**src/rtl/msdap_pkg.sv**
```systemverilog
// Shared types and constants for the MSDAP serial input path.
//   deser_state_t : deserializer FSM states (IDLE, WAIT_FRAME, ARMED, SHIFT)
//   SAMPLE_WIDTH  : bits per sample per channel
package msdap_pkg;

  localparam int SAMPLE_WIDTH = 16;

  typedef enum logic [1:0] {
    IDLE       = 2'd0,
    WAIT_FRAME = 2'd1,
    ARMED      = 2'd2,
    SHIFT      = 2'd3
  } deser_state_t;

endpackage

```
**src/rtl/deser_shift_reg.sv**
```systemverilog
// Single-channel MSB-first shift register.
//   clk, reset : SCLK, synchronous active-high reset (q -> 0)
//   clear      : discard contents; when combined with shift, din becomes the
//                only bit held (start of a new word)
//   shift      : q <= {q[WIDTH-2:0], din}
//   din        : serial data bit
//   q          : register contents
module deser_shift_reg #(
  parameter int WIDTH = 16
) (
  input  logic             clk,
  input  logic             reset,
  input  logic             clear,
  input  logic             shift,
  input  logic             din,
  output logic [WIDTH-1:0] q
);

  logic [WIDTH-1:0] q_q;
  logic [WIDTH-1:0] q_d;
  logic [WIDTH-1:0] base;

  always_comb begin
    base = clear ? '0 : q_q;
    q_d  = base;
    if (shift) begin
      q_d = {base[WIDTH-2:0], din};
    end
  end

  always_ff @(posedge clk) begin
    if (reset) begin
      q_q <= '0;
    end else begin
      q_q <= q_d;
    end
  end

  assign q = q_q;

endmodule

```
**src/rtl/serial_input_deserializer.sv**
```systemverilog
// Converts the MSDAP stereo serial input (one bit per DCLK, MSB first) into
// parallel WIDTH-bit left/right samples in the SCLK domain.
//   clk, reset     : SCLK, synchronous active-high reset
//   enable         : capture enable; low returns to IDLE and drops a partial word
//   frame_start    : 1-cycle strobe, next bit_strobe carries the MSB
//   bit_strobe     : 1-cycle strobe, sample in_l/in_r this cycle
//   in_l, in_r     : serial data bits
//   dataL, dataR   : last complete samples, held between data_valid pulses
//   data_valid     : 1-cycle pulse, dataL/dataR updated this cycle
//   frame_error    : 1-cycle pulse, frame_start arrived mid-word
//   busy           : high in ARMED or SHIFT
//   state_dbg      : current FSM state
//
// Handshake: data_valid and frame_error are single-cycle, registered pulses
// with no back-pressure; the consumer must take dataL/dataR on the cycle
// data_valid is high (they stay held afterwards until the next word).
module serial_input_deserializer
  import msdap_pkg::*;
#(
  parameter int WIDTH = SAMPLE_WIDTH
) (
  input  logic             clk,
  input  logic             reset,
  input  logic             enable,
  input  logic             frame_start,
  input  logic             bit_strobe,
  input  logic             in_l,
  input  logic             in_r,
  output logic [WIDTH-1:0] dataL,
  output logic [WIDTH-1:0] dataR,
  output logic             data_valid,
  output logic             frame_error,
  output logic             busy,
  output deser_state_t     state_dbg
);

  localparam int CNT_W = $clog2(WIDTH);
  localparam logic [CNT_W-1:0] LAST_CNT = CNT_W'(WIDTH - 1);

  deser_state_t     state_q, state_d;
  logic [CNT_W-1:0] cnt_q, cnt_d;
  logic [WIDTH-1:0] data_l_q, data_l_d;
  logic [WIDTH-1:0] data_r_q, data_r_d;
  logic             valid_q, valid_d;
  logic             err_q, err_d;
  logic             sh_clear;
  logic             sh_shift;

  // The shift registers only hold the first WIDTH-1 bits of a word; the LSB
  // is taken straight from the input pins into the output register.
  logic [WIDTH-2:0] sh_l;
  logic [WIDTH-2:0] sh_r;

  deser_shift_reg #(.WIDTH(WIDTH - 1)) u_shift_l (
    .clk   (clk),
    .reset (reset),
    .clear (sh_clear),
    .shift (sh_shift),
    .din   (in_l),
    .q     (sh_l)
  );

  deser_shift_reg #(.WIDTH(WIDTH - 1)) u_shift_r (
    .clk   (clk),
    .reset (reset),
    .clear (sh_clear),
    .shift (sh_shift),
    .din   (in_r),
    .q     (sh_r)
  );

  always_comb begin
    state_d  = state_q;
    cnt_d    = cnt_q;
    data_l_d = data_l_q;
    data_r_d = data_r_q;
    valid_d  = 1'b0;
    err_d    = 1'b0;
    sh_clear = 1'b0;
    sh_shift = 1'b0;

    if (!enable) begin
      state_d  = IDLE;
      cnt_d    = '0;
      sh_clear = 1'b1;
    end else begin
      unique case (state_q)
        IDLE: begin
          state_d = WAIT_FRAME;
        end
        WAIT_FRAME: begin
          if (frame_start && bit_strobe) begin
            sh_clear = 1'b1;
            sh_shift = 1'b1;
            cnt_d    = CNT_W'(1);
            state_d  = SHIFT;
          end else if (frame_start) begin
            state_d = ARMED;
          end
        end
        ARMED: begin
          if (bit_strobe) begin
            sh_clear = 1'b1;
            sh_shift = 1'b1;
            cnt_d    = CNT_W'(1);
            state_d  = SHIFT;
          end
        end
        SHIFT: begin
          if (bit_strobe && (cnt_q == LAST_CNT)) begin
            // A frame_start on the LSB strobe is a clean back-to-back frame.
            data_l_d = {sh_l, in_l};
            data_r_d = {sh_r, in_r};
            valid_d  = 1'b1;
            cnt_d    = '0;
            state_d  = frame_start ? ARMED : WAIT_FRAME;
          end else if (frame_start) begin
            err_d    = 1'b1;
            sh_clear = 1'b1;
            if (bit_strobe) begin
              sh_shift = 1'b1;
              cnt_d    = CNT_W'(1);
            end else begin
              cnt_d   = '0;
              state_d = ARMED;
            end
          end else if (bit_strobe) begin
            sh_shift = 1'b1;
            cnt_d    = cnt_q + CNT_W'(1);
          end
        end
        default: begin
          state_d = IDLE;
        end
      endcase
    end
  end

  always_ff @(posedge clk) begin
    if (reset) begin
      state_q  <= IDLE;
      cnt_q    <= '0;
      data_l_q <= '0;
      data_r_q <= '0;
      valid_q  <= 1'b0;
      err_q    <= 1'b0;
    end else begin
      state_q  <= state_d;
      cnt_q    <= cnt_d;
      data_l_q <= data_l_d;
      data_r_q <= data_r_d;
      valid_q  <= valid_d;
      err_q    <= err_d;
    end
  end

  assign dataL       = data_l_q;
  assign dataR       = data_r_q;
  assign data_valid  = valid_q;
  assign frame_error = err_q;
  assign busy        = (state_q == ARMED) || (state_q == SHIFT);
  assign state_dbg   = state_q;

endmodule
```
**config.mk**
```make
export PLATFORM = sky130hd
export DESIGN_NAME = serial_input_deserializer
export DESIGN_NICKNAME = d
export VERILOG_FILES = /design/src/rtl/msdap_pkg.sv /design/src/rtl/deser_shift_reg.sv /design/src/rtl/serial_input_deserializer.sv
export SDC_FILE = /design/constraint.sdc
export NUM_CORES = 1
export LEC_CHECK = 0
export BUFFER_PORTS_ARGS = -buffer_cell sky130_fd_sc_hd__buf_2
export CORE_MARGIN = 2
export CORE_UTILIZATION = 55
export DETAILED_ROUTE_END_ITERATION = 8
export PLACE_DENSITY_LB_ADDON = 0.08
export SYNTH_ARGS = -nofsm -noshare
export SYNTH_HDL_FRONTEND = slang
export SYNTH_SLANG_ARGS = --single-unit
```
**constraint.sdc**
```tcl
create_clock -name clk -period 1.81 [get_ports clk]
set_input_delay 0.362 -clock clk [delete_from_list [all_inputs] [get_ports clk]]
set_output_delay 0.362 -clock clk [all_outputs]
set_load 0.01 [all_outputs]
```
# Word level (Yosys, flattened, before mapping)
# Index checks and enable logic that the tools add are counted.
# word_totals
register_bits	70
input_bits	7
elab_cells	63
# op_classes
add_sub_neg	1
eq_ne	10
mux	29
n_bitwise	2
n_reduce_logical	11
# op_table
operator	count
$mux 15	4
$mux 4	5
$mux 2	7
$pmux 4 s3	1
$mux 1	9
$ne 3x3->1 const B	3
$pmux 2 s4	1
$reduce_and 4->1	2
$pmux 1 s3	2
$add 4x1->4 const B	1
$eq 2x2->1 const B	2
$eq 4x4->1 const B	1
$ne 2x2->1 const B	2
$ne 4x4->1 const B	1
$reduce_and 3->1	1
$reduce_bool 3->1	1
$reduce_or 3->1	1
$eq 2x1->1 const B	1
$logic_and 1x1->1	2
$logic_not 2->1	1
$not 1->1	2
$reduce_bool 2->1	1
$reduce_or 2->1	1
$logic_or 1x1->1	1

# Depth between registers and ports, before layout
# Gate-level depths: netlist (run 1).
# depth
word_depth	7
mapped_depth	7
ltp_nobuf	5

# Modules after synthesis
# From an unflattened synthesis (run 1), not the netlist that was laid out.
# hier_totals
hier_cells	304
area_unflattened_um2	2675.1
# modules_own_cells
mod	instances	cells_per_inst	area_each_um2
serial_input_deserializer	1	202	1579.0
deser_shift_reg	2	51	548.0

# Worst setup path before layout (run 1)
# OpenSTA, ideal clock, no wires.
# synth_path
kind	reg2reg
startpoint	register cnt_q[0]
endpoint	register data_l_q[0] (netlist: dataL[0])
setup_time_ns	0.132
arrival_ns	1.429
required_time_ns	1.678
path_slack_ns	0.249
path_stages_with_launch	8
path_buffers	2
period_less_slack_ns	1.561
path_cell_list	dfxtp_1 -> ha_1 -> nand3_1 -> or3_1 -> buf_2 -> buf_6 -> nand2_1 -> a21oi_1
# synth_between
elab_chain_cells	3
# synth_lines
element	line	text
start, declared	serial_input_deserializer.sv:41	logic [CNT_W-1:0] cnt_q, cnt_d;
start signal, assigned	serial_input_deserializer.sv:149	cnt_q <= cnt_d;
$eq 4x4->1	serial_input_deserializer.sv:110	if (bit_strobe && (cnt_q == LAST_CNT)) begin
$logic_and 1x1->1	serial_input_deserializer.sv:110	
$reduce_and 3->1 (no source line)	n/a	
end signal, assigned	serial_input_deserializer.sv:150	data_l_q <= data_l_d;
end, declared	serial_input_deserializer.sv:42	logic [WIDTH-1:0] data_l_q, data_l_d;
# Every way passes these cells.
# A chain may end at the register's enable or synchronous reset.

# Final worst setup path (run 1)
# layout_path
startpoint	register cnt_q[0]
endpoint	register u_shift_r.q_q[4] (netlist: u_shift_r.q[4])
# layout_between
elab_chain_cells	7
word_cells_on_any_way	10
cone_classes	eq/ne (1); mux (8); reduce/logical (1)
# layout_lines
element	line	text
$eq 4x4->1 (*)	serial_input_deserializer.sv:110	
$logic_and 1x1->1 (*)	serial_input_deserializer.sv:110	
$mux 1	serial_input_deserializer.sv:110	
$pmux 1 s3	serial_input_deserializer.sv:87	unique case (state_q)
$mux 1	serial_input_deserializer.sv:82	if (!enable) begin
$mux 15	deser_shift_reg.sv:24	base = clear ? '0 : q_q;
$mux 15 (*)	deser_shift_reg.sv:26	if (shift) begin
end signal, assigned	deser_shift_reg.sv:35	q_q <= q_d;
end, declared	deser_shift_reg.sv:19	logic [WIDTH-1:0] q_q;
# Every way passes the cells marked *; elsewhere a longest branch is shown, timed or not. The select of a mux whose other input is x is not followed.

==> results.sh, run 1 <==
export IMPL_status="finished, final reports clean"
export IMPL_final_nets=383
export IMPL_ant_nets=0
export IMPL_cts_hold_buf=0
export IMPL_cts_tree="yes"
export IMPL_track_usage_pct=21.0
export IMPL_syn_area_mm2=0.00271
export IMPL_final_cells=447
export IMPL_ys_seq_area_share_pct=51.7
export IMPL_worstHoldStart="in_l"
export IMPL_ctsResizeCount=0
export IMPL_grt_overflow_total=0
export IMPL_dieWidth_um=74.2
export IMPL_critPathMaxStageDelay_ps=370
export IMPL_cp_required_ps=2070
export IMPL_power_density_mw_per_mm2=881
export IMPL_antenna_found_initial=0
export IMPL_hold_viol=0
export IMPL_wl_per_cell_um=12.2
export IMPL_synth_seq_cells=70
export IMPL_tightest_slew_ps=405
export IMPL_wirelength_um=5470
export IMPL_rows=25
export IMPL_fmax_ghz=0.602
export IMPL_insertion_delay_ps=340
export IMPL_crit_fanout=7
export IMPL_cpMaxStageDelayCell="dfxtp_1"
export IMPL_dominantRegCellSynth="dfxtp_1"
export IMPL_startpoint_type="flop"
export IMPL_setup_tns_ps=0
export IMPL_viasPerCell=5.09
export IMPL_grt_setup_unrepaired="false"
export IMPL_grt_pass1_wl_um=8880
export IMPL_cts_sinks=70
export IMPL_vias=2274
export IMPL_r2r_start="cnt_q[0]"
export IMPL_path_clk_slew_ps=70
export IMPL_synth_edff_count=0
export IMPL_drive_above_1_share_pct=25.0
export IMPL_dp_cells=431
export IMPL_slew_violations=0
export IMPL_r2r_slack_ps=150
export IMPL_synthCells=329
export IMPL_yosysWarnings=0
export IMPL_clk_path_buf_depth=2
export IMPL_fill_cells=435
export IMPL_core_area_mm2=0.00472
export IMPL_worst_path_buf_inv=1
export IMPL_start_util_pct=57.4
export IMPL_hpwl_um=3590
export IMPL_crit_chain="ha_1 -> and3_4 -> nand2_1 -> a221o_1 -> buf_4 -> a21oi_1"
export IMPL_post_route_util_pct=68.4
export IMPL_grt_pass1_vias=1978
export IMPL_async_flop_share_pct=0
export IMPL_path_depth=6
export IMPL_chipHeight_um=74.2
export IMPL_ys_types=34
export IMPL_crit_type="flop to flop"
export IMPL_end_kind="flop"
export IMPL_fin_skew_ps=6.87
export IMPL_diodes=0
export IMPL_drv_cap=0
export IMPL_hold_depth=3
export IMPL_relSlewSlack_pct=73.0
export IMPL_cts_max_level=3
export IMPL_post_route_period_util_pct=91.8
export IMPL_worstPathArrival_ps=1930
export IMPL_cellLeakagePower_uw=0.00120
export IMPL_cpLargestDelayFamily="compound AO/OA/AOI/OAI gates"
export IMPL_finalSetupViolCount=0
export IMPL_post_route_min_period_ps=1660
export IMPL_drtIter0Drc=97
export IMPL_startpoint="cnt_q[0]"
export IMPL_port_buffers=43
export IMPL_gp_congestion=0.848
export IMPL_dieArea_mm2=0.00550
export IMPL_total_power_uw=2840
export IMPL_reg2reg_depth=6
export IMPL_first_pass_iters=4
export IMPL_syn_nets=337
export IMPL_syn_avg_cell_area_um2=8.24
export IMPL_post_cts_buffers=0
export IMPL_drc_errors=0
export IMPL_grt_max_degree=31
export IMPL_ir_drop_mv=0.486
export IMPL_num_io_pins=44
export IMPL_cts_inserted_buffers=9
export IMPL_cts_root_buf="clkbuf_8"
export IMPL_syn2layout_area_growth_pct=19.2
export IMPL_min_path_type="primary input to flop"
[final timing paths]
kind	end
max	u_shift_r.q[4]
min	dataL[0]
max reg2reg	u_shift_r.q[4]
min reg2reg	dataL[9]
[per-stage QoR]
| step | hold slack (ps) | instance area (µm²) | setup WS, ps |
|---|---|---|---|
| 2_1_floorplan | 432 | 2710 | 249 |
| 3_3_place_gp | 440 | 3050 | 242 |
| 3_5_place_dp | 443 | 3050 | 173 |
| 4_1_cts | 264 | 3230 | 148 |
| 5_1_grt | 257 | 3230 | 44.9 |
| 6_report | 272 | 3230 | 148 |
[registers in the layout, summed over array words and instances, names as in the netlist]
name         count
cnt_q            4
dataL           16
dataR           16
data_valid       1
frame_error      1
state_dbg        2
u_shift_l.q     15
u_shift_r.q     15
[report_power, final]
part	total, µW	internal (µW)	switching, µW
sequential	1550	1540	5.31
combinational	103	36.6	66.8
clock	1190	634	560
total	2840	2210	633
[metal layers]
layer | routed length, µm | vias up | track usage (%)
met3 | 174 | 4 | 4.88
met2 | 2640 | 40 | 33.3
li1 | - | 1183 | -
met4 | 46 | 0 | 10.9
met5 | 0 | - | 0
met1 | 2600 | 1047 | 26.8
[cells by family after synthesis]
logic type               after synthesis  synth area share [%]
flip-flops                            70                  51.7
AO/OA/AOI/OAI                         80                  19.0
AND/OR/NAND/NOR                      151                  23.1
multiplexers                           1                 0.369
buffers and inverters                 26                  5.36
adder cells (fa/ha/maj)                1                 0.462
[worst register-to-register path, cell delays in order, from the launching register on]
cell	delay, ps
dfxtp_1	370
ha_1	220
and3_4	240
nand2_1	70
a221o_1	360
buf_4	190
a21oi_1	130
[cell usage in the layout (no fill, tap or decap), types with 2 or more instances in the layout]
master,netlist,routed
a22o_1,2,2
a21oi_1,46,46
and4b_1,2,2
clkinv_2,0,2
buf_2,14,43
o21ai_1,2,2
nand2_1,128,128
o21ai_0,2,2
clkbuf_8,0,9
inv_1,2,2
buf_12,0,3
nand3b_1,2,2
nand3_1,3,3
buf_4,2,13
nand2b_1,2,2
clkbuf_1,5,3
and3_1,2,2
a21o_1,2,2
nor2_1,5,5
dfxtp_1,70,70
a21oi_2,19,19
nor3_1,2,2
[synthesized netlist by cell type (all sizes together), types with 2 or more instances]
master,number,area share [%]
a22o,2,0.65
o21ai,4,0.74
a21o,2,0.55
a21oi,65,15
nand3,3,0.55
buf,19,4.4
nand2b,2,0.46
nand2,128,18
nor3,3,0.74
nor2,5,0.69
dfxtp,70,52
inv,2,0.28
and4b,2,0.74
nand3b,2,0.55
clkbuf,5,0.69
and3,3,0.88
[layout make-up]
| type | count | area, µm² | area share, % |
|---|---|---|---|
| flip-flops and latches | 70 | 1400 | 43.4 |
| clock buffers | 12 | 135 | 4.18 |
| clock inverters | 4 | 47.5 | 1.47 |
| well taps | 67 | 83.8 | 2.60 |
| repair buffers | 59 | 373 | 11.5 |
| inverters | 2 | 7.51 | 0.232 |
| multi-input cells | 233 | 1180 | 36.6 |
(Power assumes the default switching activity.)
==> inputs of run 2 (changes only) <==
--- a/config.mk
+++ b/config.mk
@@ -6,6 +6,8 @@
 export NUM_CORES = 1
 export LEC_CHECK = 0
 export BUFFER_PORTS_ARGS = -buffer_cell sky130_fd_sc_hd__buf_2
+export CAP_MARGIN = 5
+export CORE_ASPECT_RATIO = 0.9
 export CORE_MARGIN = 2
 export CORE_UTILIZATION = 55
 export DETAILED_ROUTE_END_ITERATION = 8
==> results.sh, run 2 (synthesized netlist as in run 1, its figures left out) <==
export IMPL_status="finished, final reports clean"
export IMPL_setup_tns_ps=0
export IMPL_crit_type="flop to flop"
export IMPL_clk_path_buf_depth=2
export IMPL_start_util_pct=56.4
export IMPL_fin_skew_ps=9.43
export IMPL_critPathMaxStageDelay_ps=350
export IMPL_crit_fanout=9
export IMPL_worstPathArrival_ps=1930
export IMPL_p_switching_uw=647
export IMPL_final_cell_mix="128 x nand2_1, 69 x dfxtp_1, 46 x a21oi_1, 43 x buf_2, 19 x a21oi_2"
export IMPL_layout_commonest_cell="nand2_1"
export IMPL_final_nets=383
export IMPL_post_route_min_period_ps=1670
export IMPL_total_power_uw=3180
export IMPL_cellLeakagePower_uw=0.00123
export IMPL_cts_sinks=70
export IMPL_seqPwrFrac_pct=48.8
export IMPL_port_buffers=43
export IMPL_cp_required_ps=2070
export IMPL_grt_max_degree=31
export IMPL_cts_tree="yes"
export IMPL_hold_viol=0
export IMPL_first_pass_iters=4
export IMPL_antenna_found_initial=0
export IMPL_power_frac_clock_pct=48.2
export IMPL_drc_errors=0
export IMPL_post_cts_buffers=0
export IMPL_hpwl_um=3430
export IMPL_cts_root_buf="clkbuf_8"
export IMPL_cpLargestDelayFamily="compound AO/OA/AOI/OAI gates"
export IMPL_gp_congestion=0.820
export IMPL_vias=2272
export IMPL_p_int_uw=2530
export IMPL_swShare_pct=20.4
export IMPL_syn2layout_area_growth_pct=21.1
export IMPL_end_kind="flop"
export IMPL_grt_pass1_wl_um=9010
export IMPL_path_clk_slew_ps=80
export IMPL_cts_inserted_buffers=9
export IMPL_relSlewSlack_pct=76.3
export IMPL_worst_path_buf_inv=1
export IMPL_power_density_mw_per_mm2=968
export IMPL_dieWidth_um=78.0
export IMPL_rows=24
export IMPL_insertion_delay_ps=340
export IMPL_track_usage_pct=20.9
export IMPL_crit_chain="ha_1 -> and3_4 -> a311oi_4 -> buf_4 -> nand2_1 -> a21oi_1"
export IMPL_wl_per_cell_um=11.7
export IMPL_grt_pass1_vias=2038
export IMPL_grt_overflow_total=0
export IMPL_wirelength_um=5230
export IMPL_core_area_mm2=0.00480
export IMPL_finalSetupViolCount=0
export IMPL_ir_drop_mv=0.725
export IMPL_ant_nets=0
export IMPL_drive_above_1_share_pct=25.8
export IMPL_grt_setup_unrepaired="false"
export IMPL_drv_cap=0
export IMPL_power_frac_comb_pct=3.0
export IMPL_worst_hold_slack_ps=262
export IMPL_slew_violations=0
export IMPL_min_path_type="primary input to flop"
export IMPL_num_io_pins=44
export IMPL_diodes=0
export IMPL_cts_max_level=3
export IMPL_chipHeight_um=70.6
export IMPL_fmax_ghz=0.600
export IMPL_drtIter0Drc=109
export IMPL_post_route_period_util_pct=92.1
export IMPL_startpoint_type="flop"
export IMPL_viasPerCell=5.11
export IMPL_dieArea_mm2=0.00551
export IMPL_tightest_slew_ps=355
export IMPL_cpMaxStageDelayCell="a311oi_4"
-- run 2: final timing paths --
| path | from | to | slack [ps] | cells after the start |
|---|---|---|---|---|
| worst max-delay path | cnt_q[0] | u_shift_r.q[3] | 140 | 6 |
| worst min register to register | dataR[6] | dataR[6] | 450 | 2 |
| worst min-delay path | in_l | dataL[0] | 260 | 3 |
| worst max register to register | cnt_q[0] | u_shift_r.q[3] | 140 | 6 |
-- run 2: final cells by class --
class | instances | area (µm²)
Clock inverter | 5 | 106
Sequential cell | 70 | 1400
Tap cell | 65 | 81.3
Multi-Input combinational cell | 233 | 1180
Timing Repair Buffer | 59 | 360
Fill cell | 442 | 1520
Inverter | 2 | 7.51
Clock buffer | 11 | 141
-- run 2: timing repair --
action,CTS,global route
resized for setup,0,1
hold buffers,0,0
endpoints found under the setup margin,0,2
-- run 2: worst register-to-register path, cell delays in order, from the launching register on --
cell and delay (ps):
dfxtp_1 330, ha_1 240, and3_4 220, a311oi_4 350
buf_4 220, nand2_1 70, a21oi_1 150
-- run 2: routing by layer --
| layer | part of all wire [%] | up-vias | routed length, µm | GRT usage (%) |
|---|---|---|---|---|
| li1 | - | 1180 | - | - |
| met1 | 46 | 1039 | 2410 | 24.6 |
| met4 | 1.0 | 0 | 53 | 5.85 |
| met2 | 47 | 46 | 2470 | 35.2 |
| met3 | 5.5 | 7 | 290 | 8.55 |
| met5 | 0 | - | 0 | 0 |
-- run 2: through the flow --
stage	utilization [%]	instances	worst slack, ps	cell area, µm²
2_1_floorplan	-	329	249	2710
3_3_place_gp	63.1	429	146	3030
3_5_place_dp	63.1	429	121	3030
4_1_cts	68.3	445	103	3280
5_1_grt	68.3	445	38.6	3280
6_report	68.3	445	142	3280
-- run 2: power by group through the flow --
stage	sequential (µW)	combinational (µW)	clock, µW
CTS	1550	97.7	1560
detailed placement	1580	97.7	0
global route	1550	107	1630
finish	1550	96.7	1530
floorplan	1580	63.0	0
global placement	1580	96.5	0
